[config.mk]
export PLATFORM = sky130hd
export DESIGN_NAME = pot_adc_responder
export DESIGN_NICKNAME = d
export VERILOG_FILES = /design/src/rtl/pong_pkg.sv /design/src/rtl/sync_edge.sv /design/src/rtl/pot_adc_responder.sv
export SDC_FILE = /design/constraint.sdc
export NUM_CORES = 1
export LEC_CHECK = 0
export ABC_AREA = 1
export BUFFER_PORTS_ARGS = -buffer_cell sky130_fd_sc_hd__buf_2
export CAP_MARGIN = 20
export CORE_MARGIN = 2
export CORE_UTILIZATION = 45
export DETAILED_ROUTE_END_ITERATION = 10
export PLACE_DENSITY = 0.65
export SLEW_MARGIN = 25
export SYNTH_ARGS = -nofsm -noshare
export SYNTH_HDL_FRONTEND = slang
export SYNTH_SLANG_ARGS = --single-unit
[constraint.sdc]
create_clock -name clk -period 3.4 [get_ports clk]
set_clock_uncertainty 0.15 [all_clocks]
set_input_delay 0.68 -clock clk [delete_from_list [all_inputs] [get_ports clk]]
set_output_delay 0.68 -clock clk [all_outputs]
set_load 0.05 [all_outputs]
[src/rtl/pong_pkg.sv]
// Constants shared by the pong paddle blocks and the ADC responder.
package pong_pkg;

  // Default sample format of the PMOD ADC: 4 leading zeros, then a 12-bit sample.
  localparam int unsigned DEFAULT_SAMPLE_W   = 12;
  localparam int unsigned DEFAULT_LEAD_ZEROS = 4;
  localparam int unsigned FRAME_BITS         = 16;

  // One-hot state encoding, matching the game FSM style.
  localparam int unsigned STATE_W = 3;
  localparam logic [STATE_W-1:0] ST_IDLE  = 3'b001;
  localparam logic [STATE_W-1:0] ST_SHIFT = 3'b010;
  localparam logic [STATE_W-1:0] ST_DONE  = 3'b100;

endpackage

[src/rtl/sync_edge.sv]
// Multi-stage synchronizer with rise/fall pulse detection on the synchronized level.
// Flops reset to 1 so that an idle-high bus produces no spurious edge after reset.
module sync_edge #(
  parameter int unsigned STAGES = 2
) (
  input  logic clk,
  input  logic reset,
  input  logic din,
  output logic rise,
  output logic fall
);

  logic [STAGES-1:0] sync_q;
  logic              dly_q;

  // Shift the asynchronous input through the synchronizer chain, then keep one delayed copy.
  always_ff @(posedge clk or posedge reset) begin
    if (reset) begin
      sync_q <= {STAGES{1'b1}};
      dly_q  <= 1'b1;
    end else begin
      sync_q[0] <= din;
      for (int i = 1; i < STAGES; i++) begin
        sync_q[i] <= sync_q[i-1];
      end
      dly_q <= sync_q[STAGES-1];
    end
  end

  // Single-cycle edge pulses from the last stage against its delayed copy.
  always_comb begin
    rise = sync_q[STAGES-1] & ~dly_q;
    fall = ~sync_q[STAGES-1] & dly_q;
  end

endmodule

[src/rtl/pot_adc_responder.sv]
// Two-channel serial ADC responder: latches two samples at frame start and shifts them
// out MSB-first on sclk falling edges, mimicking the PMOD ADC seen by the paddle readers.
module pot_adc_responder
  import pong_pkg::*;
#(
  parameter int unsigned SAMPLE_W    = DEFAULT_SAMPLE_W,
  parameter int unsigned LEAD_ZEROS  = DEFAULT_LEAD_ZEROS,
  parameter int unsigned SYNC_STAGES = 2
) (
  input  logic                clk,
  input  logic                reset,
  input  logic                cs_n,
  input  logic                sclk,
  input  logic [SAMPLE_W-1:0] sample0,
  input  logic [SAMPLE_W-1:0] sample1,
  output logic                sdata0,
  output logic                sdata1,
  output logic                busy,
  output logic                frame_done,
  output logic                frame_abort,
  output logic [7:0]          frame_count
);

  localparam int unsigned FRAME_W = LEAD_ZEROS + SAMPLE_W;
  localparam int unsigned CNT_W   = $clog2(FRAME_W + 1);

  logic cs_rise;
  logic cs_fall;
  logic sclk_fall;
  logic unused_sclk_rise;

  logic [STATE_W-1:0] state_q, state_d;
  logic [FRAME_W-1:0] sh0_q, sh0_d;
  logic [FRAME_W-1:0] sh1_q, sh1_d;
  logic [CNT_W-1:0]   cnt_q, cnt_d;
  logic               done_q, done_d;
  logic               abort_q, abort_d;
  logic [7:0]         count_q, count_d;

  sync_edge #(
    .STAGES (SYNC_STAGES)
  ) u_sync_cs (
    .clk   (clk),
    .reset (reset),
    .din   (cs_n),
    .rise  (cs_rise),
    .fall  (cs_fall)
  );

  sync_edge #(
    .STAGES (SYNC_STAGES)
  ) u_sync_sclk (
    .clk   (clk),
    .reset (reset),
    .din   (sclk),
    .rise  (unused_sclk_rise),
    .fall  (sclk_fall)
  );

  // Frame FSM: load on cs_n fall, shift on sclk fall, finish or abort on cs_n rise.
  // A cs_n rise takes priority over a same-cycle sclk fall.
  always_comb begin
    state_d = state_q;
    sh0_d   = sh0_q;
    sh1_d   = sh1_q;
    cnt_d   = cnt_q;
    done_d  = 1'b0;
    abort_d = 1'b0;
    count_d = count_q;
    case (state_q)
      ST_IDLE: begin
        if (cs_fall) begin
          sh0_d   = FRAME_W'(sample0);
          sh1_d   = FRAME_W'(sample1);
          cnt_d   = '0;
          state_d = ST_SHIFT;
        end
      end
      ST_SHIFT: begin
        if (cs_rise) begin
          abort_d = 1'b1;
          state_d = ST_IDLE;
        end else if (sclk_fall) begin
          sh0_d = {sh0_q[FRAME_W-2:0], 1'b0};
          sh1_d = {sh1_q[FRAME_W-2:0], 1'b0};
          cnt_d = cnt_q + CNT_W'(1);
          if (cnt_q == CNT_W'(FRAME_W - 1)) begin
            state_d = ST_DONE;
          end
        end
      end
      ST_DONE: begin
        if (cs_rise) begin
          done_d  = 1'b1;
          count_d = count_q + 8'd1;
          state_d = ST_IDLE;
        end
      end
      default: state_d = ST_IDLE;
    endcase
  end

  // State, shift registers, counters and status pulses.
  always_ff @(posedge clk or posedge reset) begin
    if (reset) begin
      state_q <= ST_IDLE;
      sh0_q   <= '0;
      sh1_q   <= '0;
      cnt_q   <= '0;
      done_q  <= 1'b0;
      abort_q <= 1'b0;
      count_q <= '0;
    end else begin
      state_q <= state_d;
      sh0_q   <= sh0_d;
      sh1_q   <= sh1_d;
      cnt_q   <= cnt_d;
      done_q  <= done_d;
      abort_q <= abort_d;
      count_q <= count_d;
    end
  end

  // Data lines only carry shift-register MSBs while shifting; zero otherwise.
  always_comb begin
    sdata0      = (state_q == ST_SHIFT) & sh0_q[FRAME_W-1];
    sdata1      = (state_q == ST_SHIFT) & sh1_q[FRAME_W-1];
    busy        = (state_q == ST_SHIFT) | (state_q == ST_DONE);
    frame_done  = done_q;
    frame_abort = abort_q;
    frame_count = count_q;
  end

endmodule

==> results.toml <==
[clock_tree]
hold_buffers = 0
postCtsSetupBuffers = 0
clock-root-buffer = "clkbuf_8"
clock_sinks = 56
ctsResizeCount = 0
clock_latency_ns = 0.31
numCtsBuffers = 5
clkTransAtPathRegs_ns = 0.10
ctsLongestPathBuffers = 2
cts_tree = "yes"
cts.htree.levels = 2

[final_layout]
fin_area_um2 = 3110
nFillCells = 584
diodes = 0
area_growth_pct = 11.6
final_cells = 487
drive_above_1_share = 0.170
fin_util = 0.523
nets = 442

[synthesis]
synthArstFlopShare = 1.00
synth_top_area_cell = "dfrtp_1"
synth_top_cell_area_share = 0.439
yosys_most_used_dff = "dfrtp_1"
synth.area.top_cells = "dfrtp_1, nand2_1, dfstp_2"
seq_area_frac_synth = 0.505
synth-edff-count = 0
ys_warn_count = 0
synth_seq_cells = 56
synth.avg_cell_area_um2 = 7.46
synth_cells = 374
syn_nets = 405
syn-cell-area_um2 = 2790
yosysUniqueCellTypes = 24

[critical_path]
criticalPathCategory = "register to primary output"
worstPathRequired_ns = 2.57
r2r_slack_ns = 1.16
arrival_ns = 1.62
rr_worst_depth = 8
crit_path_start_kind = "register"
crit_fanout = 19
endpoint_kind = "primary output"

[placement]
dpl_cell_area_um2 = 3000
io_buffers = 40
place_inst = 479
place.gp.congestion = 0.825
dp.final_hpwl_um = 3580

[power]
p_comb_frac = 0.354
pwr-share-clk = 0.201
ir_drop_v = 0.000353
leakage_nw = 1.81
p_int_mw = 1.30
seq_power_share = 0.445
swShare = 0.394
power_density_nw_per_um2 = 688
p_switching_mw = 0.844

[route]
wl_um = 5160
drt_pre_antenna_iters = 4
drcViolationCount = 0
drtIter0Drc = 91
vias_per_cell = 4.60
via_count = 2238
routedWlPerCell_um = 10.6
antenna_left = 0

[timing]
rsz0062_at_grt = "false"
finalMaxSlewViolations = 0
tightest_slew_ns = 0.784
fmax_mhz = 408
hold_violations = 0
max-slew-margin-rel = 0.475
setup_viol = 0
whs_ns = 0.120
finalSetupTns_ns = 0
period_needed_ns = 2.45
fin_crit_sh = 0.720

[run_status]
status = "finished, final reports clean"

[global_route]
globalRouteTotalUtil = 0.166
grt_pass1_vias = 2034
antenna_found_initial = 0
grt_remaining_overflow = 0
grt_pass1_wl_um = 8840
grt_max_degree = 38

[die]
core-area_um2 = 5960
die_area_um2 = 6850
fp.dieH_um = 82.7
initial_utilization = 0.468
die_w_um = 82.7
ios = 41
placementRows = 28

[run]
maxCapViolations = 0

[worst_hold_path]
hold_class = "primary input to asynchronous set/reset pin"
[kinds of logic (layout without fill, tap and decap cells)]
| group | count (synthesis) | after routing | synth area share |
|---|---|---|---|
| adder cells (fa/ha/maj) | 3 | 3 | 0.0135 |
| XOR/XNOR | 4 | 4 | 0.0126 |
| flip-flops | 56 | 56 | 0.505 |
| buffers and inverters | 51 | 89 | 0.0883 |
| AO/OA/AOI/OAI | 3 | 3 | 0.00583 |
| AND/OR/NAND/NOR | 257 | 257 | 0.374 |
[registers in the layout (all words and copies together), names as in the netlist]
register and cells:
cnt_q 5, state_q 3, frame_done 1, u_sync_sclk.sync_q 2, frame_abort 1, u_sync_sclk.dly_q 1
sh0_q 16, sh1_q 16, u_sync_cs.sync_q 2, u_sync_cs.dly_q 1, frame_count 8
[through the flow]
stage,power [mW],setup WS (ns)
after floorplan,1.64,1.01
after global placement,1.72,1.21
after detailed placement,1.74,1.17
after CTS,2.17,0.916
after global routing,2.33,0.836
final,2.14,0.951
[synthesized netlist by cell type (all sizes together) (2+ instances only)]
cell and number:
buf 12, xor2 2, dfstp 7, o21ai 2, nor2 25, xnor2 2
dfrtp 49, nand3 11, nand2 215, ha 3, nand4 4, inv 38
[placed cells by master, fill, tap and decap left out, types with 2 or more instances in the layout]
master    instances
nand2_1         213
dfrtp_1          49
buf_2            40
inv_1            34
nor2_1           23
nand3_1           7
dfstp_2           7
clkbuf_8          5
inv_2             4
nand4_1           4
nand3_2           3
ha_1              3
buf_4             3
nand2_2           2
xor2_1            2
o21ai_0           2
xnor2_1           2
[critical path: stages, from the launching register on]
cell and delay [ns]:
dfrtp_1 0.44, inv_2 0.09, nand3_2 0.30, nand2_1 0.21, buf_2 0.28
[power by group through the flow]
stage | logic [mW] | registers, mW | clock network (mW)
2_1_floorplan | 0.700 | 0.943 | 0
3_3_place_gp | 0.757 | 0.962 | 0
3_5_place_dp | 0.773 | 0.964 | 0
4_1_cts | 0.773 | 0.954 | 0.445
5_1_grt | 0.887 | 0.977 | 0.467
6_report | 0.758 | 0.954 | 0.431
[area by class of cell]
type / count / area, um^2 / share of cell area
tap: 75 / 93.8 / 0.0301
inverter: 38 / 143 / 0.0458
timing repair buffer: 43 / 223 / 0.0715
sequential: 56 / 1410 / 0.453
clock inverter: 3 / 42.5 / 0.0137
multi-input combinational: 267 / 1130 / 0.364
clock buffer: 5 / 68.8 / 0.0221
[metal layers]
metal | vias up | share of wire | GRT usage
met5 | - | 0 | 0
met4 | 0 | 0.012 | 0.0557
met3 | 7 | 0.039 | 0.0348
met2 | 38 | 0.47 | 0.273
met1 | 1014 | 0.48 | 0.220
li1 | 1179 | - | -
[path summary, 6_finish.rpt]
check	startpoint	endpoint
worst max register to register	state_q[2]$_DFFE_PP0P_	cnt_q[3]$_DFFE_PP0P_
max in group asynchronous	reset	cnt_q[3]$_DFFE_PP0P_
worst min register to register	u_sync_sclk.sync_q[0]$_DFF_PP1_	u_sync_sclk.sync_q[1]$_DFF_PP1_
worst min-delay path	reset	sh0_q[3]$_DFFE_PP0P_
min in group clk	u_sync_sclk.sync_q[0]$_DFF_PP1_	u_sync_sclk.sync_q[1]$_DFF_PP1_
worst max-delay path	state_q[2]$_DFFE_PP0P_	busy
No activity file was read; power rests on OpenSTA's default activity.
